===== src/rtl/uart_pkg.sv =====
// Shared types and sizing helpers for the UART receive path.
package uart_pkg;

    typedef enum logic [2:0] {
        IDLE,
        START,
        DATA,
        PARITY,
        STOP,
        WAIT_IDLE
    } rx_state_t;

    localparam int DEF_DATA_BITS  = 8;
    localparam int DEF_OVERSAMPLE = 16;

    // Counter width for a count that must reach n-1; never narrower than one bit.
    function automatic int cnt_w(input int n);
        return (n <= 2) ? 1 : $clog2(n);
    endfunction

    localparam int DEF_TICK_W = cnt_w(DEF_OVERSAMPLE);
    localparam int DEF_BIT_W  = cnt_w(DEF_DATA_BITS + 1);

endpackage


===== src/rtl/uart_rx_sync.sv =====
// Multi-flop synchroniser for an asynchronous level input; resets to RST_VAL.
module uart_rx_sync #(
    parameter int   STAGES  = 2,
    parameter logic RST_VAL = 1'b1
) (
    input  logic clk,
    input  logic rst,
    input  logic async_in,
    output logic sync_out
);

    logic [STAGES-1:0] sync_reg;

    always_ff @(posedge clk) begin
        if (rst) begin
            sync_reg <= {STAGES{RST_VAL}};
        end else begin
            sync_reg <= {sync_reg[STAGES-2:0], async_in};
        end
    end

    assign sync_out = sync_reg[STAGES-1];

endmodule


===== src/rtl/uart_rx_ctrl.sv =====
// UART receive sequencer: start qualification, mid-bit sampling, shift/FIFO
// strobes and sticky framing/parity/overrun status.
module uart_rx_ctrl
    import uart_pkg::*;
#(
    parameter int DATA_BITS  = DEF_DATA_BITS,
    parameter int OVERSAMPLE = DEF_OVERSAMPLE,
    parameter int PARITY_EN  = 0,
    parameter int PARITY_ODD = 0
) (
    input  logic clk,
    input  logic rst,
    input  logic tick,
    input  logic rx,
    input  logic rx_en,
    input  logic fifo_full,
    input  logic err_clr,
    output logic shift_en,
    output logic sample_bit,
    output logic fifo_wr,
    output logic frame_err,
    output logic parity_err,
    output logic overrun_err,
    output logic busy
);

    localparam int TICK_W = cnt_w(OVERSAMPLE);
    localparam int BIT_W  = cnt_w(DATA_BITS + 1);

    localparam logic [TICK_W-1:0] HALF_LAST = TICK_W'(OVERSAMPLE / 2 - 1);
    localparam logic [TICK_W-1:0] FULL_LAST = TICK_W'(OVERSAMPLE - 1);
    localparam logic [BIT_W-1:0]  BIT_LAST  = BIT_W'(DATA_BITS - 1);
    localparam logic              ODD_BIT   = (PARITY_ODD != 0);

    logic rx_s;

    rx_state_t         state_reg, state_next;
    logic [TICK_W-1:0] tick_cnt_reg, tick_cnt_next;
    logic [BIT_W-1:0]  bit_cnt_reg, bit_cnt_next;
    logic              parity_reg, parity_next;
    logic              frame_err_reg, parity_err_reg, overrun_err_reg;

    logic shift_c, wr_c, set_frame, set_parity, set_overrun;

    uart_rx_sync #(
        .STAGES  (2),
        .RST_VAL (1'b1)
    ) u_sync (
        .clk      (clk),
        .rst      (rst),
        .async_in (rx),
        .sync_out (rx_s)
    );

    always_ff @(posedge clk) begin
        if (rst) begin
            state_reg       <= IDLE;
            tick_cnt_reg    <= '0;
            bit_cnt_reg     <= '0;
            parity_reg      <= 1'b0;
            frame_err_reg   <= 1'b0;
            parity_err_reg  <= 1'b0;
            overrun_err_reg <= 1'b0;
        end else begin
            state_reg       <= state_next;
            tick_cnt_reg    <= tick_cnt_next;
            bit_cnt_reg     <= bit_cnt_next;
            parity_reg      <= parity_next;
            // A set event in the same cycle as err_clr keeps the flag set.
            frame_err_reg   <= set_frame   | (frame_err_reg   & ~err_clr);
            parity_err_reg  <= set_parity  | (parity_err_reg  & ~err_clr);
            overrun_err_reg <= set_overrun | (overrun_err_reg & ~err_clr);
        end
    end

    always_comb begin
        state_next    = state_reg;
        tick_cnt_next = tick_cnt_reg;
        bit_cnt_next  = bit_cnt_reg;
        parity_next   = parity_reg;
        shift_c       = 1'b0;
        wr_c          = 1'b0;
        set_frame     = 1'b0;
        set_parity    = 1'b0;
        set_overrun   = 1'b0;

        unique case (state_reg)
            IDLE: begin
                if (tick && rx_en && !rx_s) begin
                    state_next    = START;
                    tick_cnt_next = '0;
                end
            end
            START: begin
                if (tick) begin
                    if (tick_cnt_reg == HALF_LAST) begin
                        tick_cnt_next = '0;
                        if (!rx_s) begin
                            state_next   = DATA;
                            bit_cnt_next = '0;
                            parity_next  = 1'b0;
                        end else begin
                            state_next = IDLE;
                        end
                    end else begin
                        tick_cnt_next = tick_cnt_reg + TICK_W'(1);
                    end
                end
            end
            DATA: begin
                if (tick) begin
                    if (tick_cnt_reg == FULL_LAST) begin
                        shift_c       = 1'b1;
                        parity_next   = parity_reg ^ rx_s;
                        bit_cnt_next  = bit_cnt_reg + BIT_W'(1);
                        tick_cnt_next = '0;
                        if (bit_cnt_reg == BIT_LAST) begin
                            state_next = (PARITY_EN != 0) ? PARITY : STOP;
                        end
                    end else begin
                        tick_cnt_next = tick_cnt_reg + TICK_W'(1);
                    end
                end
            end
            PARITY: begin
                if (tick) begin
                    if (tick_cnt_reg == FULL_LAST) begin
                        set_parity    = (rx_s != (parity_reg ^ ODD_BIT));
                        tick_cnt_next = '0;
                        state_next    = STOP;
                    end else begin
                        tick_cnt_next = tick_cnt_reg + TICK_W'(1);
                    end
                end
            end
            STOP: begin
                if (tick) begin
                    if (tick_cnt_reg == FULL_LAST) begin
                        tick_cnt_next = '0;
                        if (!rx_s) begin
                            set_frame  = 1'b1;
                            state_next = WAIT_IDLE;
                        end else if (fifo_full) begin
                            set_overrun = 1'b1;
                            state_next  = IDLE;
                        end else begin
                            wr_c       = 1'b1;
                            state_next = IDLE;
                        end
                    end else begin
                        tick_cnt_next = tick_cnt_reg + TICK_W'(1);
                    end
                end
            end
            WAIT_IDLE: begin
                // Holds off a break (line stuck low) from retriggering frames.
                if (rx_s) begin
                    state_next = IDLE;
                end
            end
            default: begin
                state_next    = IDLE;
                tick_cnt_next = '0;
            end
        endcase
    end

    assign shift_en    = shift_c & ~rst;
    assign sample_bit  = shift_c & ~rst & rx_s;
    assign fifo_wr     = wr_c & ~rst;
    assign frame_err   = frame_err_reg;
    assign parity_err  = parity_err_reg;
    assign overrun_err = overrun_err_reg;
    assign busy        = (state_reg != IDLE);

endmodule

===== config.mk =====
export PLATFORM = sky130hd
export DESIGN_NAME = uart_rx_ctrl
export DESIGN_NICKNAME = d
export VERILOG_FILES = /design/src/rtl/uart_pkg.sv /design/src/rtl/uart_rx_sync.sv /design/src/rtl/uart_rx_ctrl.sv
export SDC_FILE = /design/constraint.sdc
export NUM_CORES = 1
export LEC_CHECK = 0
export BUFFER_PORTS_ARGS = -buffer_cell sky130_fd_sc_hd__buf_4
export CORE_UTILIZATION = 30
export DETAILED_ROUTE_END_ITERATION = 6
export PLACE_DENSITY = 0.56
export SLEW_MARGIN = 40
export SYNTH_ARGS = -nofsm -noshare
export SYNTH_HDL_FRONTEND = slang
export SYNTH_SLANG_ARGS = --single-unit

===== constraint.sdc =====
create_clock -name clk -period 4.6 [get_ports clk]
set_input_delay 0.46 -clock clk [delete_from_list [all_inputs] [get_ports clk]]
set_output_delay 0.46 -clock clk [all_outputs]
set_load 0.01 [all_outputs]

; Yosys cells after proc, flatten, opt, wreduce, memory -nomap -nowiden
; Cells that the tools add are included.
[totals]
reg_bits = 17
output_inout_bits = 7
[classes]
addsub = 2
n_eq_ne = 22
mux = 52
bitwise = 13
n_reduce_logical = 10
[op_table]
columns = op, count
row1 = 4-bit two-way mux, 10
row2 = 3-bit two-way mux, 12
row3 = 1-bit two-way mux, 25
row4 = "2-bit inequality test, second input constant", 11
row5 = 3-bit case mux with 6 select lines, 1
row6 = 4-bit case mux with 4 select lines, 1
row7 = 11-bit AND reduction, 1
row8 = "4-bit by 1-bit adder with 4-bit output, second input constant", 2
row9 = "4-bit by 3-bit equality test with 1-bit output, second input constant", 2
row10 = 4-bit case mux with 2 select lines, 1
row11 = 1-bit bitwise AND, 6
row12 = "3-bit by 2-bit equality test with 1-bit output, second input constant", 2
row13 = "3-bit equality test, second input constant", 2
row14 = 6-bit AND reduction, 1
row15 = "4-bit equality test, second input constant", 1
row16 = "2-bit by 1-bit inequality test with 1-bit output, second input constant", 2
row17 = 4-bit AND reduction, 1
row18 = "3-bit by 1-bit equality test with 1-bit output, second input constant", 1
row19 = 3-bit zero test, 1
row20 = 1-bit NOT, 3
row21 = 1-bit OR, 3
row22 = 3-bit nonzero test, 1
row23 = 3-bit OR reduction, 1
row24 = 1-bit logical AND, 2
row25 = other kinds (6), 6

; Longest topological paths before layout
[logic_depth]
word_depth = 6
mapped_depth = 6

; Hierarchy
; From an unflattened synthesis, not the netlist that was laid out.
[hier_totals]
hier_cells = 119
hier_area_um2 = 985.9
[modules_own_cells]
columns = mod, instances, cells_per_inst, area_per_inst_um2, seq_area_each_um2
row1 = uart_rx_ctrl, 1, 115, 933.4, 300.3
row2 = uart_rx_sync, 1, 4, 52.6, 40.0

; Least setup slack after synthesis
; OpenSTA, ideal clock, no wires.
[synth_path]
kind = reg-to-output
start = register tick_cnt_reg[0]
end = output port fifo_wr
t_arrival_ns = 1.371
setup_slack_ns = 2.769
stages_incl_launch_ff = 5
path_cell_list = dfxtp_1 ha_1 and4_1 nand3_1 nor4b_1
[synth_between]
elab_chain_cells = 5
[synth_rtl]
columns = element, line
row1 = start: declaration, uart_rx_ctrl.sv:38  ; logic [TICK_W-1:0] tick_cnt_reg, tick_cnt_next;
row2 = start signal: assignment, uart_rx_ctrl.sv:66  ; tick_cnt_reg <= tick_cnt_next;
row3 = 4-bit equality test, uart_rx_ctrl.sv:138  ; if (tick_cnt_reg == FULL_LAST) begin
row4 = 1-bit two-way mux, uart_rx_ctrl.sv:138
row5 = 1-bit two-way mux, uart_rx_ctrl.sv:137  ; if (tick) begin
row6 = 1-bit two-way mux, uart_rx_ctrl.sv:87  ; unique case (state_reg)
row7 = 1-bit bitwise AND, uart_rx_ctrl.sv:170  ; assign fifo_wr = wr_c & ~rst;
row8 = end: declaration, uart_rx_ctrl.sv:20  ; output logic fifo_wr,
; Every way passes these cells.

; Worst setup path after layout
; Ends and elaborated chain as after synthesis.

==> impl_results.md <==
* Number of vias after detailed routing at 894
* Floorplan die width at 59.0 um
* Average footprint of a synthesized cell at 7.93 um^2
* Initial Utilization at 31.7%
* Clock slew seen by the registers of the worst setup and hold paths at 0.10 ns
* Total power at 0.244 mW
* Hold_ws at 0.350 ns
* Startpoint of the worst hold path: rx
* Hold Violations, Final at 0
* Proportion of register bits with asynchronous set or reset after synthesis at 0%
* Startpoint Class: flop
* Final weighted congestion of routability-driven global placement at 0.834
* Synthesized cell area at 976 um^2
* Die area at 3490 um^2
* Detailed Route Iter0 Violations at 20
* Sequential fraction of the synthesis area at 34.9%
* GR Overflow Total at 0
* I/O pin count at 14
* Number of synthesized register bits at 17
* Number of clock sinks at 17
* Num CTS Buffers at 3
* Final-layout setup total negative slack at 0 ns
* Count of non-filler cells in the finished layout at 177
* Reg2reg path depth at 5
* Critical register-to-register path endpoint: tick_cnt_reg[3]
* RSZ-0062 raised after global routing: no
* Global-route wire length before repair at 3570 um
* Final setup violation count at 0
* Status: finished clean
* DRC violations left at 0
* Clock Latency Late Sink at 0.29 ns
* Total routed wirelength at 2040 um
* Number of buffers inserted by port buffering at 13
* Total Routing Usage GR at 13.6%
* Most frequent standard cell in the layout excluding fill and tap cells: dfxtp_1
* Post-Place Cells at 173
* Most used routing layer: met2
* Met2 GRT Util at 21.8%
* Clock tree buffer depth at 2
* Post-synthesis cell count at 123
* Final critical-path share of the clock period at 48.7%
* Met3 Resource Use GR at 3.06%
* Height of the die at 59.0 um
* Syn. warnings at 0
* Distinct cell type count after synthesis at 42
* Final critical-path required period at 2.24 ns
* Transition time of the tightest slew-check pin at 0.519 ns
* Worst reg2reg setup slack at 2.67 ns
* Path category of the worst min-delay check: input pin to flop
* Startpoint of the lowest-slack register-to-register path: state_reg[1]
* Critical path class: flop to output pin
* Post-CTS setup-driven buffer insertion count at 0
* Half-perimeter wire length of the detailed placement result at 1510 um
* Core area at 3080 um^2
* Root Driver: clkbuf_4
* Required arrival time at the worst endpoint at 4.14 ns
* CTS tree: built
* Max-cap check violation count at 0
* Antenna violations before repair at 0
* Final antenna diode count at 0
* Post-cts sizing count at 0
* Worst relative slew slack at 65.3%
* Power density over the cells at 220 nW/um^2
* CTS H-tree depth at 1
* Drt wl/cell at 11.5 um
* Final Max Tran Viols at 0
* Nets in the synthesized netlist at 132
* Upper clock frequency limit at 446 MHz
* Largest net degree at the start of global routing at 21
* Via-to-Cell Ratio at 5.05
* First-pass detailed-route iteration total at 4
* Vias in the first global route at 817
* Met1 Usage GRT at 16.7%
* Largest fanout on the critical path at 6
* Arrival time of data at the critical path endpoint at 1.78 ns
* Num rows at 20
* Highest ir drop seen on vdd at 147 uV
* EDFF count, synth at 0
* Crit end category: output pin
* Share of post-route cells with drive strength above 1 at 18.0%
* Endpoint, Worst Hold: u_sync.sync_reg[0]
* Number of nets in the finished design at 143
* Clock tree skew after final layout at 0.00459 ns
* Ys flop type: dfxtp_1
* Lkg Pwr at 0.402 nW
* Highest-count cells in the layout ignoring fill and taps: dfxtp_1 (17), nor2_1 (15), a21oi_1 (13), buf_4 (13), nand2_1 (9)
* Post-route ant nets at 0
* Final core area utilization at 36.1%
* Hold buffers post-CTS at 0
* Worst hold path cell count at 2
* Layout-stage area growth over the synthesis result at 13.8%
[routing by layer]
| metal | up-vias | routed length (um) |
|---|---|---|
| met4 | 0 | 17 |
| li1 | 468 | - |
| met1 | 406 | 955 |
| met3 | 2 | 79 |
| met5 | - | 0 |
| met2 | 18 | 991 |
[power by group]
| part | total [mW] | switching [mW] | internal [mW] |
|---|---|---|---|
| Sequential | 0.150 | 0.00175 | 0.148 |
| Combinational | 0.0143 | 0.00747 | 0.00685 |
| Clock | 0.0803 | 0.0480 | 0.0323 |
[per-stage QoR]
step | worst slack, ns | cell area [um^2]
global placement | 2.69 | 1080
finish | 2.36 | 1110
detailed placement | 2.68 | 1080
floorplan | 2.77 | 976
CTS | 2.33 | 1110
global route | 2.18 | 1110
[final cells by class]
| type | instances | area [um^2] |
|---|---|---|
| well taps | 44 | 55.1 |
| repair buffers | 13 | 97.6 |
| fillers | 340 | 1970 |
| inverters | 3 | 11.3 |
| flip-flops and latches | 17 | 340 |
| multi-input cells | 96 | 579 |
| clock inverters | 1 | 5.00 |
| clock buffers | 3 | 22.5 |
[worst max-delay path by stage]
stage	from	endpoint	slack [ns]	cells past startpoint
2_1_floorplan	tick_cnt_reg[0]	fifo_wr	2.77	4
3_3_place_gp	tick_cnt_reg[0]	fifo_wr	2.69	5
3_5_place_dp	tick_cnt_reg[0]	fifo_wr	2.68	5
4_1_cts	tick_cnt_reg[0]	fifo_wr	2.33	5
5_1_grt	state_reg[1]	sample_bit	2.18	3
6_report	tick_cnt_reg[0]	fifo_wr	2.36	5
[cell families after synthesis]
| group | share of synthesized area [%] |
|---|---|
| compound gates | 19.7 |
| xor+xnor | 0.898 |
| fa+ha+maj | 2.56 |
| buf+inv | 5.77 |
| flops | 34.9 |
| simple gates | 34.1 |
| mux | 2.05 |
[synthesized netlist by cell type, drive strengths merged (2+ instances only)]
cell type / number / share of area, %
nor2b: 3 / 1.9
nand3: 7 / 3.6
or2: 3 / 1.9
a21oi: 13 / 6.7
buf: 5 / 3.8
clkbuf: 2 / 0.77
nor2: 16 / 6.9
mux2i: 2 / 2.1
o21ai: 8 / 4.1
nor4b: 2 / 1.8
nand2: 9 / 3.5
inv: 3 / 1.2
dfxtp: 17 / 35
a211oi: 2 / 1.5
nor3: 2 / 1.0
ha: 2 / 2.6
nand3b: 2 / 1.5
nand4: 2 / 1.3
and3: 2 / 1.3
[worst max-delay path, stage by stage, from the launching register on]
cell and delay [ns]:
dfxtp_1 0.38, ha_1 0.25, and4_1 0.27, nand3_1 0.14, nor4b_1 0.28, buf_4 0.17
No activity file was read; power rests on OpenSTA's default activity.
